[config.mk]
export PLATFORM = sky130hd
export DESIGN_NAME = instr_register_arbiter_flat
export DESIGN_NICKNAME = d
export VERILOG_FILES = /design/src/rtl/instr_register_arbiter_if.sv /design/src/rtl/instr_register_arbiter.sv /design/src/flat_wrapper.sv
export SDC_FILE = /design/constraint.sdc
export NUM_CORES = 1
export LEC_CHECK = 0
export CORE_UTILIZATION = 34
export DETAILED_ROUTE_END_ITERATION = 10
export PLACE_DENSITY = 0.72
export SLEW_MARGIN = 20
export SYNTH_ARGS = -nofsm -noshare
export SYNTH_HDL_FRONTEND = slang
export SYNTH_SLANG_ARGS = --single-unit
[constraint.sdc]
create_clock -name clk -period 3.25 [get_ports clk]
set_input_delay 0.325 -clock clk [delete_from_list [all_inputs] [get_ports clk]]
set_output_delay 0.325 -clock clk [all_outputs]
set_load 0.02 [all_outputs]
[src/rtl/instr_register_arbiter_if.sv]
// Requester / instruction-register bundle for instr_register_arbiter.
// slave = arbiter side, master = requesters + register/consumer side.
interface instr_register_arbiter_if #(
  parameter int NUM_REQ = 4,
  parameter int ADDR_W  = 5
);
  localparam int GW = (NUM_REQ > 1) ? $clog2(NUM_REQ) : 1;

  logic [NUM_REQ-1:0]        req_valid;
  logic [NUM_REQ-1:0]        req_ready;
  logic [NUM_REQ-1:0][3:0]   req_opcode;
  logic [NUM_REQ-1:0][31:0]  req_operand_a;
  logic [NUM_REQ-1:0][31:0]  req_operand_b;
  logic                      free_valid;
  logic [ADDR_W-1:0]         free_addr;
  logic                      reg_reset_n;
  logic                      load_en;
  logic [3:0]                opcode;
  logic [31:0]               operand_a;
  logic [31:0]               operand_b;
  logic [ADDR_W-1:0]         write_pointer;
  logic [GW-1:0]             grant_id;
  logic [ADDR_W:0]           count;
  logic                      full;
  logic                      err_free;

  modport master (
    output req_valid, req_opcode, req_operand_a, req_operand_b, free_valid, free_addr,
    input  req_ready, reg_reset_n, load_en, opcode, operand_a, operand_b,
           write_pointer, grant_id, count, full, err_free
  );

  modport slave (
    input  req_valid, req_opcode, req_operand_a, req_operand_b, free_valid, free_addr,
    output req_ready, reg_reset_n, load_en, opcode, operand_a, operand_b,
           write_pointer, grant_id, count, full, err_free
  );
endinterface

[src/rtl/instr_register_arbiter.sv]
// Round-robin arbiter sharing the instruction-register write port; allocates
// the lowest free slot per accepted instruction and tracks occupancy in a bitmap.
module instr_register_arbiter #(
  parameter int NUM_REQ = 4,
  parameter int DEPTH   = 32,
  parameter int ADDR_W  = 5
) (
  input  logic                         clk,
  input  logic                         reset,
  instr_register_arbiter_if.slave      bus
);
  localparam int GW = (NUM_REQ > 1) ? $clog2(NUM_REQ) : 1;

  logic [DEPTH-1:0]   bitmap_q, bitmap_d;
  logic [GW-1:0]      rr_ptr_q, rr_ptr_d;
  logic [GW-1:0]      grant_id_q, grant_id_d;
  logic [ADDR_W:0]    count_q, count_d;
  logic [ADDR_W-1:0]  wp_q, wp_d;
  logic [3:0]         opcode_q, opcode_d;
  logic [31:0]        opa_q, opa_d, opb_q, opb_d;
  logic               load_en_q, load_en_d;
  logic               err_free_q, err_free_d;
  logic               reg_reset_n_q;

  logic               full;
  logic               found, accept, free_ok;
  logic [GW-1:0]      win;
  logic [GW:0]        idx;
  logic [ADDR_W-1:0]  slot;
  logic [NUM_REQ-1:0] ready;

  assign full = (count_q == (ADDR_W+1)'(DEPTH));

  // Rotating priority: first valid requester at or after rr_ptr wins.
  always_comb begin
    found = 1'b0;
    win   = '0;
    idx   = '0;
    for (int k = 0; k < NUM_REQ; k++) begin
      idx = {1'b0, rr_ptr_q} + (GW+1)'(k);
      if (idx >= (GW+1)'(NUM_REQ)) idx = idx - (GW+1)'(NUM_REQ);
      if (!found && bus.req_valid[idx[GW-1:0]]) begin
        found = 1'b1;
        win   = idx[GW-1:0];
      end
    end
  end

  assign accept = found && !reset && !full;

  always_comb begin
    ready      = '0;
    ready[win] = accept;
  end
  assign bus.req_ready = ready;

  // Lowest clear bit of the pre-edge bitmap; only meaningful when not full.
  always_comb begin
    slot = '0;
    for (int i = DEPTH-1; i >= 0; i--)
      if (!bitmap_q[i]) slot = ADDR_W'(i);
  end

  assign free_ok = bus.free_valid && bitmap_q[bus.free_addr];

  always_comb begin
    bitmap_d   = bitmap_q;
    rr_ptr_d   = rr_ptr_q;
    grant_id_d = grant_id_q;
    wp_d       = wp_q;
    opcode_d   = opcode_q;
    opa_d      = opa_q;
    opb_d      = opb_q;
    load_en_d  = accept;
    err_free_d = bus.free_valid && !bitmap_q[bus.free_addr];
    if (accept) begin
      bitmap_d[slot] = 1'b1;
      wp_d           = slot;
      grant_id_d     = win;
      rr_ptr_d       = (win == GW'(NUM_REQ-1)) ? '0 : win + 1'b1;
      opcode_d       = bus.req_opcode[win];
      opa_d          = bus.req_operand_a[win];
      opb_d          = bus.req_operand_b[win];
    end
    // A slot allocated this edge was clear pre-edge, so it can never be the freed one.
    if (free_ok) bitmap_d[bus.free_addr] = 1'b0;
    count_d = count_q + (ADDR_W+1)'(accept) - (ADDR_W+1)'(free_ok);
  end

  always_ff @(posedge clk) begin
    if (reset) begin
      bitmap_q      <= '0;
      rr_ptr_q      <= '0;
      grant_id_q    <= '0;
      count_q       <= '0;
      wp_q          <= '0;
      opcode_q      <= '0;
      opa_q         <= '0;
      opb_q         <= '0;
      load_en_q     <= 1'b0;
      err_free_q    <= 1'b0;
      reg_reset_n_q <= 1'b0;
    end else begin
      bitmap_q      <= bitmap_d;
      rr_ptr_q      <= rr_ptr_d;
      grant_id_q    <= grant_id_d;
      count_q       <= count_d;
      wp_q          <= wp_d;
      opcode_q      <= opcode_d;
      opa_q         <= opa_d;
      opb_q         <= opb_d;
      load_en_q     <= load_en_d;
      err_free_q    <= err_free_d;
      reg_reset_n_q <= 1'b1;
    end
  end

  assign bus.reg_reset_n   = reg_reset_n_q;
  assign bus.load_en       = load_en_q;
  assign bus.opcode        = opcode_q;
  assign bus.operand_a     = opa_q;
  assign bus.operand_b     = opb_q;
  assign bus.write_pointer = wp_q;
  assign bus.grant_id      = grant_id_q;
  assign bus.count         = count_q;
  assign bus.full          = full;
  assign bus.err_free      = err_free_q;
endmodule

[src/flat_wrapper.sv]
// flat-port wrapper written by rule: the top's interface ports become plain ports
module instr_register_arbiter_flat 
#(
  parameter int NUM_REQ = 4,
  parameter int DEPTH   = 32,
  parameter int ADDR_W  = 5
)
  (clk, reset, bus_req_valid, bus_req_opcode, bus_req_operand_a, bus_req_operand_b, bus_free_valid, bus_free_addr, bus_req_ready, bus_reg_reset_n, bus_load_en, bus_opcode, bus_operand_a, bus_operand_b, bus_write_pointer, bus_grant_id, bus_count, bus_full, bus_err_free);
  instr_register_arbiter_if #(.NUM_REQ(NUM_REQ), .ADDR_W(ADDR_W)) bus_i ();
  input  logic clk;
  input  logic reset;
  input wire logic [$bits(bus_i.req_valid)-1:0] bus_req_valid;
  input wire logic [$bits(bus_i.req_opcode)-1:0] bus_req_opcode;
  input wire logic [$bits(bus_i.req_operand_a)-1:0] bus_req_operand_a;
  input wire logic [$bits(bus_i.req_operand_b)-1:0] bus_req_operand_b;
  input wire logic [$bits(bus_i.free_valid)-1:0] bus_free_valid;
  input wire logic [$bits(bus_i.free_addr)-1:0] bus_free_addr;
  output wire logic [$bits(bus_i.req_ready)-1:0] bus_req_ready;
  output wire logic [$bits(bus_i.reg_reset_n)-1:0] bus_reg_reset_n;
  output wire logic [$bits(bus_i.load_en)-1:0] bus_load_en;
  output wire logic [$bits(bus_i.opcode)-1:0] bus_opcode;
  output wire logic [$bits(bus_i.operand_a)-1:0] bus_operand_a;
  output wire logic [$bits(bus_i.operand_b)-1:0] bus_operand_b;
  output wire logic [$bits(bus_i.write_pointer)-1:0] bus_write_pointer;
  output wire logic [$bits(bus_i.grant_id)-1:0] bus_grant_id;
  output wire logic [$bits(bus_i.count)-1:0] bus_count;
  output wire logic [$bits(bus_i.full)-1:0] bus_full;
  output wire logic [$bits(bus_i.err_free)-1:0] bus_err_free;
  assign bus_i.req_valid = bus_req_valid;
  assign bus_i.req_opcode = bus_req_opcode;
  assign bus_i.req_operand_a = bus_req_operand_a;
  assign bus_i.req_operand_b = bus_req_operand_b;
  assign bus_i.free_valid = bus_free_valid;
  assign bus_i.free_addr = bus_free_addr;
  assign bus_req_ready = bus_i.req_ready;
  assign bus_reg_reset_n = bus_i.reg_reset_n;
  assign bus_load_en = bus_i.load_en;
  assign bus_opcode = bus_i.opcode;
  assign bus_operand_a = bus_i.operand_a;
  assign bus_operand_b = bus_i.operand_b;
  assign bus_write_pointer = bus_i.write_pointer;
  assign bus_grant_id = bus_i.grant_id;
  assign bus_count = bus_i.count;
  assign bus_full = bus_i.full;
  assign bus_err_free = bus_i.err_free;
  instr_register_arbiter #(.NUM_REQ(NUM_REQ), .DEPTH(DEPTH), .ADDR_W(ADDR_W)) u_core (.clk(clk), .reset(reset), .bus(bus_i));
endmodule
==> impl_metrics.toml <==
[global_route]
grt_pass1_wl_um = 44510
grt_max_degree = 126
grtUsageTotal = 0.2945
grt-ovfl-total = 0
antenna_found_initial = 3
grt_pass1_vias = 7596

[synthesis]
synth.area.mux_share = 0.1282
ys.flop_type = "dfxtp_1"
synth_compound_area_frac = 0.2597
yosysMostFrequentCell = "a21oi_1"
syn_nets = 1168
ys_seq_area_frac = 0.3473
yosysTopAreaCell = "dfxtp_1"
synthArstFlopShare = 0
synth_top_family_by_area = "compound AO/OA/AOI/OAI gates"
avgSynthCellArea_um2 = 7.809
synth-edff-count = 0
synthDistinctLibCells = 60
syn_area_um2 = 6802
synthAdderAreaFrac = 0.02502
synth.area.top_cells = "dfxtp_1 35%, a21oi_1 12%, mux2i_1 10%"
yosys-top-cells-count = "166 x a21oi_1, 161 x nand2_1, 118 x dfxtp_1"
yosys_warnings = 0
synth_xor_area_frac = 0.005151
yosysTopAreaCellShare = 0.3473
synth-simple-area-share = 0.1799
ys_seq_elements = 118
syn_inst = 871

[floorplan]
dieWidth_um = 143.4
fp.dieH_um = 143.4
initial_utilization = 0.3483
dieArea_um2 = 20570
num_rows = 51
core_um2 = 19530
num_io_pins = 373

[pwr]
vdd_ir_drop_max_mv = 0.4612
p_per_area_nw_per_um2 = 559.8
p_int_uw = 4133
leakagePower_uw = 0.004421
power_frac_comb = 0.428
p_seq_frac = 0.301
sw_frac_of_total = 0.3632
p_sw_uw = 2358
p_clk_frac = 0.271
power_uw = 6491

[hold_path]
hold_depth = 2
hold_path.class = "reg2reg"
hold_end = "u_core.bus.grant_id[0]"
holdCritStartpoint = "u_core.bus.grant_id[0]"

[run]
drv_cap = 0

[finish]
fin_util = 0.5938
drive_gt1_frac = 0.08854
finalNonFillerCells = 1533
area_growth_pct = 70.48
fin_nets = 1549
final_cell_area_um2 = 11590

[routing]
antenna_left = 0
drt-initial-drc-count = 609
drtPass1Iterations = 5
drt-total-wl_um = 30390
vias = 7981
routed_via_density = 5.206
drc = 0
wl_per_cell_um = 19.83

[critical_path]
arrival_ps = 2720
worst_r2r_endpoint = "u_core.bus.count[4]"
r2r_cells = 17
crit_fanout = 5
critPathKind = "reg2out"
cp-end-kind = "output port"
r2r_start = "u_core.bitmap_q[11]"
slowest_delay_ps = 630
worstSetupStartpointType = "register"
ff2ff_setup_slack_ps = 290
cp_slowest_cell = "clkdlybuf4s50_1"
cp_cell_sequence = "inv_1 > ha_1 > and4_1 > or3_1 > clkinvlp_4 > buf_12 > and2_1 > clkdlybuf4s50_1"
worstPathRequired_ps = 2920

[placed_design]
place_area_um2 = 10960
hpwl_um = 23460
placed_cells = 1490
port_buffers = 372
gp_congestion = 0.9606

[timing]
slew_viol_final = 0
fin_crit_sh = 0.9383
finalHoldViolations = 0
worst_pin_slew_ps = 797.4
slew_headroom = 0.4684
fmax_ghz = 0.3279
fin_skew_ps = 16.22
rsz0062_at_grt = "false"
setup_viol = 0
fin_crit_ps = 3049
setup_tns_ps = 0

[clock_network]
cts_tree = "built"
numCtsBuffers = 17
cts_max_path_buffers = 2
clk-insertion-delay-late_ps = 430
ctsRootBufferMaster = "clkbuf_16"
clkTransAtPathRegs_ps = 60
htree_levels = 4
cts_sinks = 118
cts-hold-fix-buffers = 0

[status]
status = "completed"
-- state kept, by name (all words and copies together), names as in the netlist, 2 cells and up --
signal and count:
u_core.bitmap_q 32, u_core.bus.count 6, u_core.bus.grant_id 2, u_core.bus.opcode 4
u_core.bus.operand_a 32, u_core.bus.operand_b 32, u_core.bus.write_pointer 5, u_core.rr_ptr_q 2
-- cells by family (layout without fill, tap and decap cells) --
| kind of cell | count (synthesis) | in the layout |
|---|---|---|
| fa+ha+maj | 13 | 13 |
| simple gates | 260 | 260 |
| other cells | 0 | 3 |
| xor+xnor | 4 | 4 |
| buf+inv | 82 | 476 |
| mux | 82 | 82 |
| compound gates | 312 | 312 |
| flops | 118 | 118 |
-- cells in the final DEF (no fill, tap or decap), types with 5 or more instances in the layout --
cell	netlist	routed
a211oi_1	30	30
ha_1	12	12
dfxtp_1	118	118
nor3_1	8	8
nand4_1	10	10
nand3_1	13	13
nand2b_1	6	6
buf_12	0	5
mux2i_1	71	71
mux2_2	8	8
nor2_1	28	27
clkbuf_16	0	17
inv_1	23	21
o21ai_0	77	77
clkdlybuf4s50_1	0	370
nand2_1	161	159
and2_1	6	6
a31oi_1	9	9
a21oi_1	166	166
buf_4	3	44
clkinv_2	0	6
clkinvlp_4	0	5
-- layer usage --
layer / routed length (um) / GRT usage / vias up
met1: 11930 / 0.3560 / 3679
li1: - / - / 3883
met5: 0 / 0 / -
met4: 1150 / 0.1366 / 0
met2: 14220 / 0.4543 / 356
met3: 3092 / 0.1193 / 63
-- final cells by class --
| type | count | area, um^2 |
|---|---|---|
| Antenna cell | 3 | 7.507 |
| Clock buffer | 19 | 432.9 |
| Clock inverter | 13 | 107.6 |
| Fill cell | 1809 | 7931 |
| Inverter | 23 | 95.09 |
| Multi-Input combinational cell | 671 | 4099 |
| Sequential cell | 118 | 2362 |
| Tap cell | 265 | 331.6 |
| Timing Repair Buffer | 421 | 4159 |
-- critical path: cells and delay by family, from the launching register on --
family | cells | cell delay, ps
buffers and inverters | 4 | 1010
and+or+nand+nor | 3 | 710
DFF | 1 | 390
adders and majority gates | 1 | 190
-- timing repair --
| item | 4_1_cts | 5_1_grt |
|---|---|---|
| buffers inserted | 0 | 8 |
| gates resized for setup | 1 | 3 |
| endpoints found under the hold margin | 0 | 0 |
| setup endpoints to repair | 1 | 3 |
| pin swaps | 0 | 2 |
-- power groups by stage --
stage	Sequential, uW	Clock, uW	Combinational (uW)
floorplan	2320	0	980
global placement	1970	0	2730
detailed placement	1970	0	2750
CTS	1950	1800	2770
global route	1990	1870	2990
finish	1950	1760	2780
-- metrics by stage --
| stage | worst slack [ps] | hold WS (ps) |
|---|---|---|
| after detailed placement | -379.2 | 438.6 |
| final | 200.6 | 444.2 |
| after global routing | 69.91 | 478.0 |
| after CTS | 68.56 | 449.2 |
| after global placement | -328.8 | 431.8 |
| after floorplan | 252.1 | 481.1 |
-- how the worst max path moves through the flow --
stage	startpoint	endpoint	slack (ps)
2_1_floorplan	bus_free_addr[0]	u_core.bus.count[4]	250
5_1_grt	u_core.bitmap_q[11]	u_core.bus.count[4]	70
3_5_place_dp	bus_free_addr[0]	u_core.bus.count[4]	-380
3_3_place_gp	bus_free_addr[0]	u_core.bus.count[4]	-330
4_1_cts	bus_free_addr[0]	u_core.bus.count[4]	70
6_report	u_core.bus.count[2]	bus_req_ready[1]	200
No activity file was read; power rests on OpenSTA's default activity.
